<file path="config.mk">
export PLATFORM = sky130hd
export DESIGN_NAME = fetch_stage
export DESIGN_NICKNAME = d
export VERILOG_FILES = /design/src/rtl/fetch_stage_pkg.sv /design/src/rtl/fetch_stage_if_id_reg.sv /design/src/rtl/fetch_stage.sv
export SDC_FILE = /design/constraint.sdc
export NUM_CORES = 1
export LEC_CHECK = 0
export ABC_AREA = 1
export CAP_MARGIN = 30
export CELL_PAD_IN_SITES_DETAIL_PLACEMENT = 1
export CELL_PAD_IN_SITES_GLOBAL_PLACEMENT = 1
export CORE_MARGIN = 4
export CORE_UTILIZATION = 31
export DETAILED_ROUTE_END_ITERATION = 7
export PLACE_DENSITY = 0.93
export SLEW_MARGIN = 30
export SYNTH_ARGS = -nofsm -noshare
export SYNTH_HDL_FRONTEND = slang
export SYNTH_HIERARCHICAL = 1
export SYNTH_SLANG_ARGS = --single-unit
</file>
<file path="constraint.sdc">
create_clock -name Clk -period 3.8 [get_ports Clk]
set_input_delay 0.76 -clock Clk [delete_from_list [all_inputs] [get_ports Clk]]
set_output_delay 0.76 -clock Clk [all_outputs]
set_load 0.005 [all_outputs]
</file>
<file path="src/rtl/fetch_stage_pkg.sv">
// Shared pipeline constants for the fetch and decode stages: widths, the NOP
// encoding and the instruction field bit positions.
package fetch_stage_pkg;

    localparam int ADDR_W  = 8;
    localparam int INSTR_W = 32;
    localparam int PC_STEP = 4;

    localparam logic [31:0] NOP = 32'h0000_0000;

    // Field bit positions shared with decode.
    localparam int COND_HI = 31;
    localparam int COND_LO = 28;
    localparam int OFF_HI  = 23;
    localparam int RN_HI   = 19;
    localparam int RN_LO   = 16;
    localparam int RD_HI   = 15;
    localparam int RD_LO   = 12;
    localparam int IMM_HI  = 11;
    localparam int RM_HI   = 3;

endpackage

</file>
<file path="src/rtl/fetch_stage_if_id_reg.sv">
// IF/ID pipeline register: load enable holds contents on stall, synchronous
// squash replaces them with a NOP bubble and takes priority over load.
module if_id_reg #(
    parameter int ADDR_W  = fetch_stage_pkg::ADDR_W,
    parameter int INSTR_W = fetch_stage_pkg::INSTR_W
) (
    input  logic               clk,
    input  logic               rst_n,
    input  logic               load_i,
    input  logic               squash_i,
    input  logic [INSTR_W-1:0] instr_i,
    input  logic [ADDR_W-1:0]  next_pc_i,
    output logic [INSTR_W-1:0] instr_o,
    output logic [ADDR_W-1:0]  next_pc_o,
    output logic               valid_o
);
    import fetch_stage_pkg::*;

    logic [INSTR_W-1:0] instr_q;
    logic [ADDR_W-1:0]  next_pc_q;
    logic               valid_q;

    // NOTE: state registers use non-blocking assignments so every flop samples
    // pre-edge values, independent of process ordering.
    always_ff @(posedge clk or negedge rst_n) begin
        if (!rst_n) begin
            instr_q   <= INSTR_W'(NOP);
            next_pc_q <= '0;
            valid_q   <= 1'b0;
        end else if (squash_i) begin
            instr_q   <= INSTR_W'(NOP);
            next_pc_q <= '0;
            valid_q   <= 1'b0;
        end else if (load_i) begin
            instr_q   <= instr_i;
            next_pc_q <= next_pc_i;
            valid_q   <= 1'b1;
        end
    end

    assign instr_o   = instr_q;
    assign next_pc_o = next_pc_q;
    assign valid_o   = valid_q;

endmodule

</file>
<file path="src/rtl/fetch_stage.sv">
// Instruction-fetch stage: PC register with PC+STEP adder, branch redirect,
// IF/ID register, decoded field slices and a saturating fetch counter.
module fetch_stage #(
    parameter int ADDR_W   = fetch_stage_pkg::ADDR_W,
    parameter int INSTR_W  = fetch_stage_pkg::INSTR_W,
    parameter int PC_STEP  = fetch_stage_pkg::PC_STEP,
    parameter int RESET_PC = 0,
    parameter int CNT_W    = 16
) (
    input  logic               Clk,
    input  logic               Clr,
    input  logic               LE,
    input  logic               flush,
    input  logic [ADDR_W-1:0]  branch_target,
    output logic [ADDR_W-1:0]  imem_addr,
    input  logic [INSTR_W-1:0] imem_data,
    output logic [ADDR_W-1:0]  pc,
    output logic [INSTR_W-1:0] ID_instr,
    output logic [ADDR_W-1:0]  ID_next_pc,
    output logic               ID_valid,
    output logic [3:0]         I31_28,
    output logic [3:0]         I19_16,
    output logic [3:0]         I15_12,
    output logic [3:0]         I3_0,
    output logic [23:0]        I23_0,
    output logic [11:0]        I11_0,
    output logic [CNT_W-1:0]   fetch_count
);
    import fetch_stage_pkg::*;

    logic [ADDR_W-1:0] pc_q, pc_d;
    logic [ADDR_W-1:0] next_seq;
    logic [CNT_W-1:0]  cnt_q, cnt_d;
    logic              accept;

    assign next_seq = pc_q + ADDR_W'(PC_STEP);
    assign accept   = LE && !flush;

    // NOTE: every always_comb output gets a default first so no path leaves
    // it unassigned, which would infer a latch.
    always_comb begin
        pc_d  = pc_q;
        cnt_d = cnt_q;
        if (flush) begin
            pc_d = {branch_target[ADDR_W-1:2], 2'b00};
        end else if (LE) begin
            pc_d = next_seq;
        end
        if (accept && (cnt_q != '1)) begin
            cnt_d = cnt_q + CNT_W'(1);
        end
    end

    // NOTE: Clr is asynchronous; the sensitivity list carries its falling edge
    // so clearing does not wait for Clk.
    always_ff @(posedge Clk or negedge Clr) begin
        if (!Clr) begin
            pc_q  <= ADDR_W'(RESET_PC);
            cnt_q <= '0;
        end else begin
            pc_q  <= pc_d;
            cnt_q <= cnt_d;
        end
    end

    if_id_reg #(
        .ADDR_W  (ADDR_W),
        .INSTR_W (INSTR_W)
    ) u_if_id (
        .clk       (Clk),
        .rst_n     (Clr),
        .load_i    (LE),
        .squash_i  (flush),
        .instr_i   (imem_data),
        .next_pc_i (next_seq),
        .instr_o   (ID_instr),
        .next_pc_o (ID_next_pc),
        .valid_o   (ID_valid)
    );

    assign imem_addr   = pc_q;
    assign pc          = pc_q;
    assign fetch_count = cnt_q;

    assign I31_28 = ID_instr[COND_HI:COND_LO];
    assign I23_0  = ID_instr[OFF_HI:0];
    assign I19_16 = ID_instr[RN_HI:RN_LO];
    assign I15_12 = ID_instr[RD_HI:RD_LO];
    assign I11_0  = ID_instr[IMM_HI:0];
    assign I3_0   = ID_instr[RM_HI:0];

endmodule

</file>
# --- Word level (Yosys, flattened, before mapping) ---
# Cells that the tools add are included.
totals:
  register_bits: 65
  latchBits: 0
  ramBits: 0
  romBits: 0
  inputBits: 44
  output_inout_bits: 125
  word_cells: 19
  n_memories: 0
op_classes:
  add_sub_neg: 2
  mul: 0
  n_div: 0
  order_cmp: 0
  n_eq_ne: 1
  n_shift: 0
  mux: 7
  bitwise_logic: 0
  n_reduce_logical: 4
op_table:
  columns: ["cell", "count"]
  rows:
  - ["32-bit 2-to-1 mux", 2]
  - ["8-bit 2-to-1 mux", 3]
  - ["16-bit by 1-bit adder with 16-bit output (second input constant)", 1]
  - ["16-bit inequality test (second input constant)", 1]
  - ["8-bit by 3-bit adder with 8-bit output (second input constant)", 1]
  - ["1-bit logical AND", 2]
  - ["1-bit 2-to-1 mux", 2]
  - ["2-bit nonzero test", 1]
  - ["1-bit zero test", 1]

# --- Longest topological paths before layout ---
# Gate-level depths: netlist of the first run.
logic_depth:
  word_depth: 3
  ltp_mapped: 9
  mapped_depth_nobuf: 8

# --- Hierarchy ---
# Netlist of the first run, hierarchy kept.
modules_own_cells:
  columns: ["mod", "instances", "cells_each", "area_per_inst_um2", "seq_area_each_um2"]
  rows:
  - ["fetch_stage", 1, 248, 1853.0, 550.5]
  - ["if_id_reg", 1, 178, 1664.1, 1026.0]

# --- Worst setup path after synthesis of the first run ---
# Ideal clock, no wire load.
synth_timing:
  path_type: "input-to-reg"
  from: "input flush"
  to: "register cnt_q[7] (netlist: fetch_count[7])"
  setup_time_ns: 0.074
  arrival_ns: 1.512
  t_required_ns: 3.726
  setup_slack_ns: 2.214
  path_stages: 9
  path_buffers: 2
  path_cell_list: "buf_2 inv_2 nand2_1 inv_2 o21ai_2 nand2_2 buf_6 nand2_2 o21ai_2"
synth_via:
  elab_chain_len: 3
synth_lines:
  columns: ["item", "line", "source"]
  rows:
  - ["start: declaration", "fetch_stage.sv:13", "input logic flush,"]
  - ["1-bit zero test", "fetch_stage.sv:37", "assign accept = LE && !flush;"]
  - ["1-bit logical AND", "fetch_stage.sv:37", null]
  - ["1-bit logical AND", "fetch_stage.sv:49", "if (accept && (cnt_q != '1)) begin"]
  - ["end signal: assignment", "fetch_stage.sv:62", "cnt_q <= cnt_d;"]
  - ["end: declaration", "fetch_stage.sv:33", "logic [CNT_W-1:0] cnt_q, cnt_d;"]
# Every way passes these cells.
# A chain may end at the register's enable or synchronous reset.

# --- Final worst setup path of the first run ---
layout_timing:
  from: "input flush"
  to: "register cnt_q[8] (netlist: fetch_count[8])"
# Same word-level chain as after synthesis.

==> results.md, run 1 <==
- Worst min path class: in -> async
- 1st-iter DRT viols: 118
- Critical path class: in -> reg
- Die width: 115 um
- Clock share of power: 38.6%
- Pwr/cell area: 428 nW/um^2
- Fin Clk Skew: 4.77 ps
- Final-report setup violation count: 0
- WL per Instance: 15.6 um
- Post-Syn Area: 3520 um^2
- Worst VDD drop: 0.205 mV
- Register area share after synthesis: 44.8%
- Most instantiated library cell after synthesis: nand2_1
- R2r startpoint: fetch_count[1]
- Fmax: 400 MHz
- Pin count of the biggest net entering global routing: 46
- H-tree levels: 3
- PortBufs: 162
- Clock sink total: 63
- #FFs+latches synth: 63
- Min Clock Period, post-route: 2500 ps
- Area of the multi-input gates: 1270 um^2
- Total global routing track utilization: 16.4%
- Vias per inst: 4.64
- Comb pwr share: 22.8%
- Final instance area: 5050 um^2
- Post-cts sizing count: 0
- First-pass GRT wire length: 17,100 um
- Switch Pwr: 578 uW
- Clock root buffer master: clkbuf_16
- CP Capture Type: register
- Slew headroom: 40.2%
- Number of global-route vias before repair: 3,291
- Area growth syn-to-layout: 43.6%
- Area share of the largest cell type after synthesis: 44.8%
- Final wirelength: 10,500 um
- Crit path max fanout: 20
- FF-to-FF path depth: 8
- Initial core utilization: 32.0%
- Routability cong.: 0.811
- Die Ht: 115 um
- Startpoint types: primary input
- Area contributors post-synth: dfrtp_1, nand2_1, buf_4
- Seq pwr share: 38.7%
- Die area: 13,100 um^2
- Top cell type by total area after synthesis: dfrtp_1
- Status: complete, no violations
- Post-DP HPWL: 7680 um
- Layout cells sized above 1: 7.91%
- Clk pin slew, worst setup/hold paths: 50 ps
- Nets: 572
- Arrival time worst endpoint: 2700 ps
- Final non-filler cell total: 671
- Filler cells: 1,249
- Num CTS Buffers: 9
- Worst path required time: 4000 ps
- Async set-or-reset flop fraction in the synthesized netlist: 100%
- Primary FF master, synth: dfrtp_1
- Row count: 38
- Final Hold Viols: 0
- Leakage: 0.00232 uW
- Syn_area_per_cell: 8.26 um^2
- Netlist cell types: 23
- Max stage delay on crit path: 800 ps
- Post-CTS Setup Bufs: 0
- Dpl cells: 654
- Syn Inst Count: 426
- # diodes: 0
- # hold bufs at CTS: 0
- Unrepaired setup endpoints after global routing: false
- Critical path's slowest cell: clkdlybuf4s50_1
- IO Count: 169
- Worst R2R Setup Slack: 1820 ps
- Initial antenna violation count: 0
- Slew @ Worst Pin: 897 ps
- Net Sw Frac: 26.7%
- Vias: 3,111
- Worst-Skew Late Latency: 320 ps
- Max-Cap Viols: 0
- Post-DRT Antenna Nets: 0
- Area post-placement: 4710 um^2
- Internal power: 1580 uW
- Reg-to-reg endpoint: fetch_count[8]
- Reg area: 1580 um^2
- Post-synth EDFFs: 0
- Final Util: 46.0%
- Setup_tns: 0 ps
- Cell breakdown of the critical path: clkdlybuf4s50_1 > inv_2 > nand2_1 > inv_2 > o21ai_2 > nand2_2 > nand2_2 > o21ai_2
- Tcrit/Tclk final: 65.8%
- Drt pass-1 iters: 4
- DR DRC count: 0
- Yosys warns: 6
- Synth top cells by count: nand2_1, buf_4, dfrtp_1
- Clock buffer depth: 2
- Gr ovfl total: 0
- Clock tree from TritonCTS: yes
- Core area: 11,000 um^2
- Pins over their slew limit: 0
## power groups by stage
stage	registers, uW	logic, uW	clock network, uW
finish	835	492	833
global route	850	539	899
CTS	835	499	859
detailed placement	844	495	0
global placement	839	476	0
floorplan	827	245	0
## worst max path at each step
stage,from,endpoint,slack [ps],cells after the start
detailed placement,flush,fetch_count[8],940,8
CTS,flush,fetch_count[8],1280,8
global route,flush,fetch_count[9],1130,8
global placement,flush,u_if_id/instr_o[30],920,4
floorplan,flush,fetch_count[7],2210,9
finish,flush,fetch_count[8],1300,8
## kinds of logic (layout without fill, tap and decap cells)
family	Yosys count	after routing	share of synthesized area, %
AOI/OAI and AO/OA	13	13	2.77
adders and majority gates	2	2	0.711
DFF	63	63	44.8
buffers and inverters	98	198	19.6
other	1	6	0.107
xor gates and xnor gates	12	12	2.99
and+or+nand+nor	237	237	29.0
## critical path: cells and delay by family
kind	cells	cell delay [ps]
and+or+nand+nor	3	690
buffers and inverters	3	950
AOI/OAI and AO/OA	2	290
## metal layers
metal / track usage (%) / up-vias / part of all wire [%]
li1: - / 1473 / -
met1: 18.9 / 1511 / 39
met2: 29.6 / 115 / 52
met3: 3.75 / 12 / 6.7
met4: 5.54 / 0 / 1.4
met5: 0 / - / 0
## metrics by stage
stage,worst slack [ps],total power [uW],hold slack [ps]
floorplan,2210,1070,464
global placement,924,1320,456
detailed placement,937,1340,462
CTS,1280,2190,450
global route,1130,2290,476
finish,1300,2160,435
## area by class of cell
| type | instances | area share [%] |
|---|---|---|
| tap | 140 | 3.47 |
| timing repair buffer | 164 | 32.7 |
| inverter | 18 | 1.34 |
| clock buffer | 13 | 5.35 |
| multi-input combinational | 270 | 25.2 |
| clock inverter | 3 | 0.793 |
| sequential | 63 | 31.2 |
## registers in the layout, summed over array words and instances (netlist names)
signal / flops
imem_addr: 6
fetch_count: 16
u_if_id/instr_o: 32
u_if_id/valid_o: 1
u_if_id/next_pc_o: 8
## placed cells by master (no fill, tap or decap), types with 2 or more instances in the layout
cell type,count
ha_1,2
o21ai_0,3
nand2_2,9
nand3_1,59
o21ai_2,6
clkbuf_16,9
clkbuf_8,3
dfrtp_1,63
xnor2_1,2
nand4_1,3
nor2_4,2
nor2_1,19
inv_1,14
clkdlybuf4s50_1,160
nand2_1,142
buf_4,2
inv_2,4
conb_1,6
a22oi_1,3
xor2_1,10
clkinv_2,2
Note: power is estimated with default switching activity, not from simulation.
==> inputs of run 2 (changes only) <==
--- a/config.mk
+++ b/config.mk
@@ -10,9 +10,9 @@
 export CELL_PAD_IN_SITES_DETAIL_PLACEMENT = 1
 export CELL_PAD_IN_SITES_GLOBAL_PLACEMENT = 1
 export CORE_MARGIN = 4
-export CORE_UTILIZATION = 31
+export CORE_UTILIZATION = 26
 export DETAILED_ROUTE_END_ITERATION = 7
-export PLACE_DENSITY = 0.93
+export PLACE_DENSITY = 0.84
 export SLEW_MARGIN = 30
 export SYNTH_ARGS = -nofsm -noshare
 export SYNTH_HDL_FRONTEND = slang
==> constraint.sdc (replaced) <==
create_clock -name Clk -period 2.19 [get_ports Clk]
set_input_delay 0.438 -clock Clk [delete_from_list [all_inputs] [get_ports Clk]]
set_output_delay 0.438 -clock Clk [all_outputs]
set_load 0.005 [all_outputs]
==> run 2 against run 1 <==
  * Routed wire length rose by 7.3%
  * Flip-flop and latch count is the same
  * Clock power is 64% higher
  * Via count grew 1.7%
==> results.md, run 2 (synthesized netlist as in run 1, its figures left out) <==
- Worst min path class: reg -> reg
- Comb pwr share: 23.5% (+0.7 points)
- Worst path required time: 2390 ps (-1610 ps)
- Initial antenna violation count: 0 (unchanged)
- Routability cong.: 0.820 (+1.1%)
- Slew @ Worst Pin: 502 ps (-395 ps)
- First-pass GRT wire length: 18,300 um (+7.2%)
- Post-DRT Antenna Nets: 0 (unchanged)
- Most frequent cells in the layout: clkdlybuf4s50_1, nand2_1, dfrtp_1, nand3_1, nor2_1
- H-tree levels: 3 (unchanged)
- Clk pin slew, worst setup/hold paths: 50 ps (about the same)
- Max-Cap Viols: 0 (unchanged)
- Switch Pwr: 1010 uW (+75%)
- R2r startpoint: fetch_count[1]
- Total global routing track utilization: 14.5% (-1.9 points)
- Slew headroom: 66.4% (+26 points)
- Vias per inst: 4.44 (-4.3%)
- Die area: 15,500 um^2 (+18%)
- Setup_tns: 0 ps (unchanged)
- Tcrit/Tclk final: 91.9%
- DR DRC count: 0 (unchanged)
- Crit path max fanout: 20 (unchanged)
- Net Sw Frac: 27.3% (+0.56 points)
- Clock tree from TritonCTS: yes
- CP startpoint: fetch_count[1]
- # diodes: 0 (unchanged)
- Unrepaired setup endpoints after global routing: false
- Num CTS Buffers: 9 (unchanged)
- Final-report setup violation count: 0 (unchanged)
- Drt pass-1 iters: 4 (unchanged)
- CP endpoint: fetch_count[9]
- Leakage: 0.00234 uW (+0.68%)
- PortBufs: 162 (unchanged)
- Pin count of the biggest net entering global routing: 44 (-4.3%)
- Clock sink total: 63 (unchanged)
- Clock root buffer master: clkbuf_16
- Fmax: 497 MHz
- Final instance area: 5120 um^2 (+1.3%)
- Clock buffer depth: 2 (unchanged)
- Clock share of power: 37.2% (-1.4 points)
- WL per Instance: 15.8 um (+1.0%)
- Die Ht: 124 um (+8.5%)
- Pins over their slew limit: 0 (unchanged)
- Core area: 13,200 um^2 (+21%)
- Final Util: 38.6% (-7.3 points)
- Area post-placement: 4830 um^2 (+2.4%)
- Pwr/cell area: 722 nW/um^2 (+69%)
- Area growth syn-to-layout: 45.5%
- Reg-to-reg endpoint: fetch_count[9]
- IO Count: 169 (unchanged)
- Startpoint types: register
- Internal power: 2680 uW (+70%)
- FF-to-FF path depth: 8 (unchanged)
- Post-cts sizing count: 0 (unchanged)
- Vias: 3,165 (+1.7%)
- Status: complete, no violations
- Arrival time worst endpoint: 2210 ps (-490 ps)
- Commonest non-fill, non-tap cell in the layout: clkdlybuf4s50_1
- Number of global-route vias before repair: 3,490 (+6.0%)
- Worst-Skew Late Latency: 320 ps (about the same)
- 1st-iter DRT viols: 92 (-22%)
- Nets: 580 (+1.4%)
- Fin Clk Skew: 3.91 ps (-0.861 ps)
- Layout cells sized above 1: 8.19% (+0.28 points)
- Worst R2R Setup Slack: 180 ps (-1640 ps)
- Dpl cells: 698 (+6.7%)
- Gr ovfl total: 0 (unchanged)
- Max reg flops: 32 (unchanged)
- Final wirelength: 11,200 um (+7.3%)
- Die width: 124 um (+8.5%)
- Worst VDD drop: 0.331 mV (+62%)
- Final Hold Viols: 0 (unchanged)
- Seq pwr share: 39.3% (+0.6 points)
- Initial core utilization: 26.6% (-5.5 points)
- Row count: 42 (+11%)
- CP Capture Type: register
- Final hold slack: 471 ps (+36.0 ps)
- Worst Hold Depth: 2
- Min Clock Period, post-route: 2010 ps
- Final non-filler cell total: 713 (+6.3%)
- Post-DP HPWL: 8550 um (+11%)
- Critical path class: reg -> reg
## run 2: cell types whose count changed in the layout (fill, tap and decap cells not counted)
| cell | change |
|---|---|
| buf_16 | -1 |
| clkinv_2 | -2 |
| dlygate4sd3_1 | +1 |
| buf_4 | +6 |
| buf_2 | +1 |
| buf_12 | +1 |
| inv_2 | -1 |
| inv_1 | +1 |
| clkbuf_8 | -2 |
| clkbuf_1 | +2 |
## run 2: layout make-up
| type | instances | area, um^2 |
|---|---|---|
| well taps | 176 | 220 |
| clock inverters | 1 | 30.0 |
| clock buffers | 13 | 250 |
| multi-input cells | 270 | 1270 |
| flip-flops and latches | 63 | 1580 |
| repair buffers | 172 | 1700 |
| inverters | 18 | 67.6 |
| fillers | 1555 | 8130 |
## run 2: through the flow
stage	worst slack, ps	power [uW]
2_1_floorplan	793	1860
6_report	178	3690
4_1_cts	184	3770
3_3_place_gp	173	2310
5_1_grt	16.5	3900
3_5_place_dp	106	2350
## run 2: routing by layer
metal	GRT usage, %	wire length [um]
met1	16.0	4540
met2	26.8	5880
met3	4.42	705
met4	4.26	124
met5	0	0
## run 2: critical path: stages, from the launching register on
cell and delay, ps:
dfrtp_1 430, ha_1 320, inv_2 70, nor2_4 120, nand3_2 100, nand2_2 210, nand2_2 350, nand2_1 200
nand2_1 90
## run 2: power groups by stage
stage,logic [uW],clock network (uW),registers (uW)
2_1_floorplan,426,0,1430
3_5_place_dp,881,0,1470
5_1_grt,950,1480,1480
4_1_cts,886,1430,1450
3_3_place_gp,851,0,1450
6_report,867,1370,1450
## run 2: timing repair
action / CTS / global route
hold endpoints to repair: 9 / 0
buffers inserted: 0 / 0
setup endpoints to repair: 0 / 0
hold buffers: 1 / 0
## run 2: how the worst min path moves through the flow
stage	start	slack, ps	endpoint
after detailed placement	Clr	340	fetch_count[3]
final	u_if_id/next_pc_o[5]	470	u_if_id/next_pc_o[5]
after CTS	u_if_id/instr_o[26]	470	u_if_id/instr_o[26]
after floorplan	Clr	140	fetch_count[0]
after global placement	Clr	340	fetch_count[3]
after global routing	u_if_id/next_pc_o[5]	490	u_if_id/next_pc_o[5]
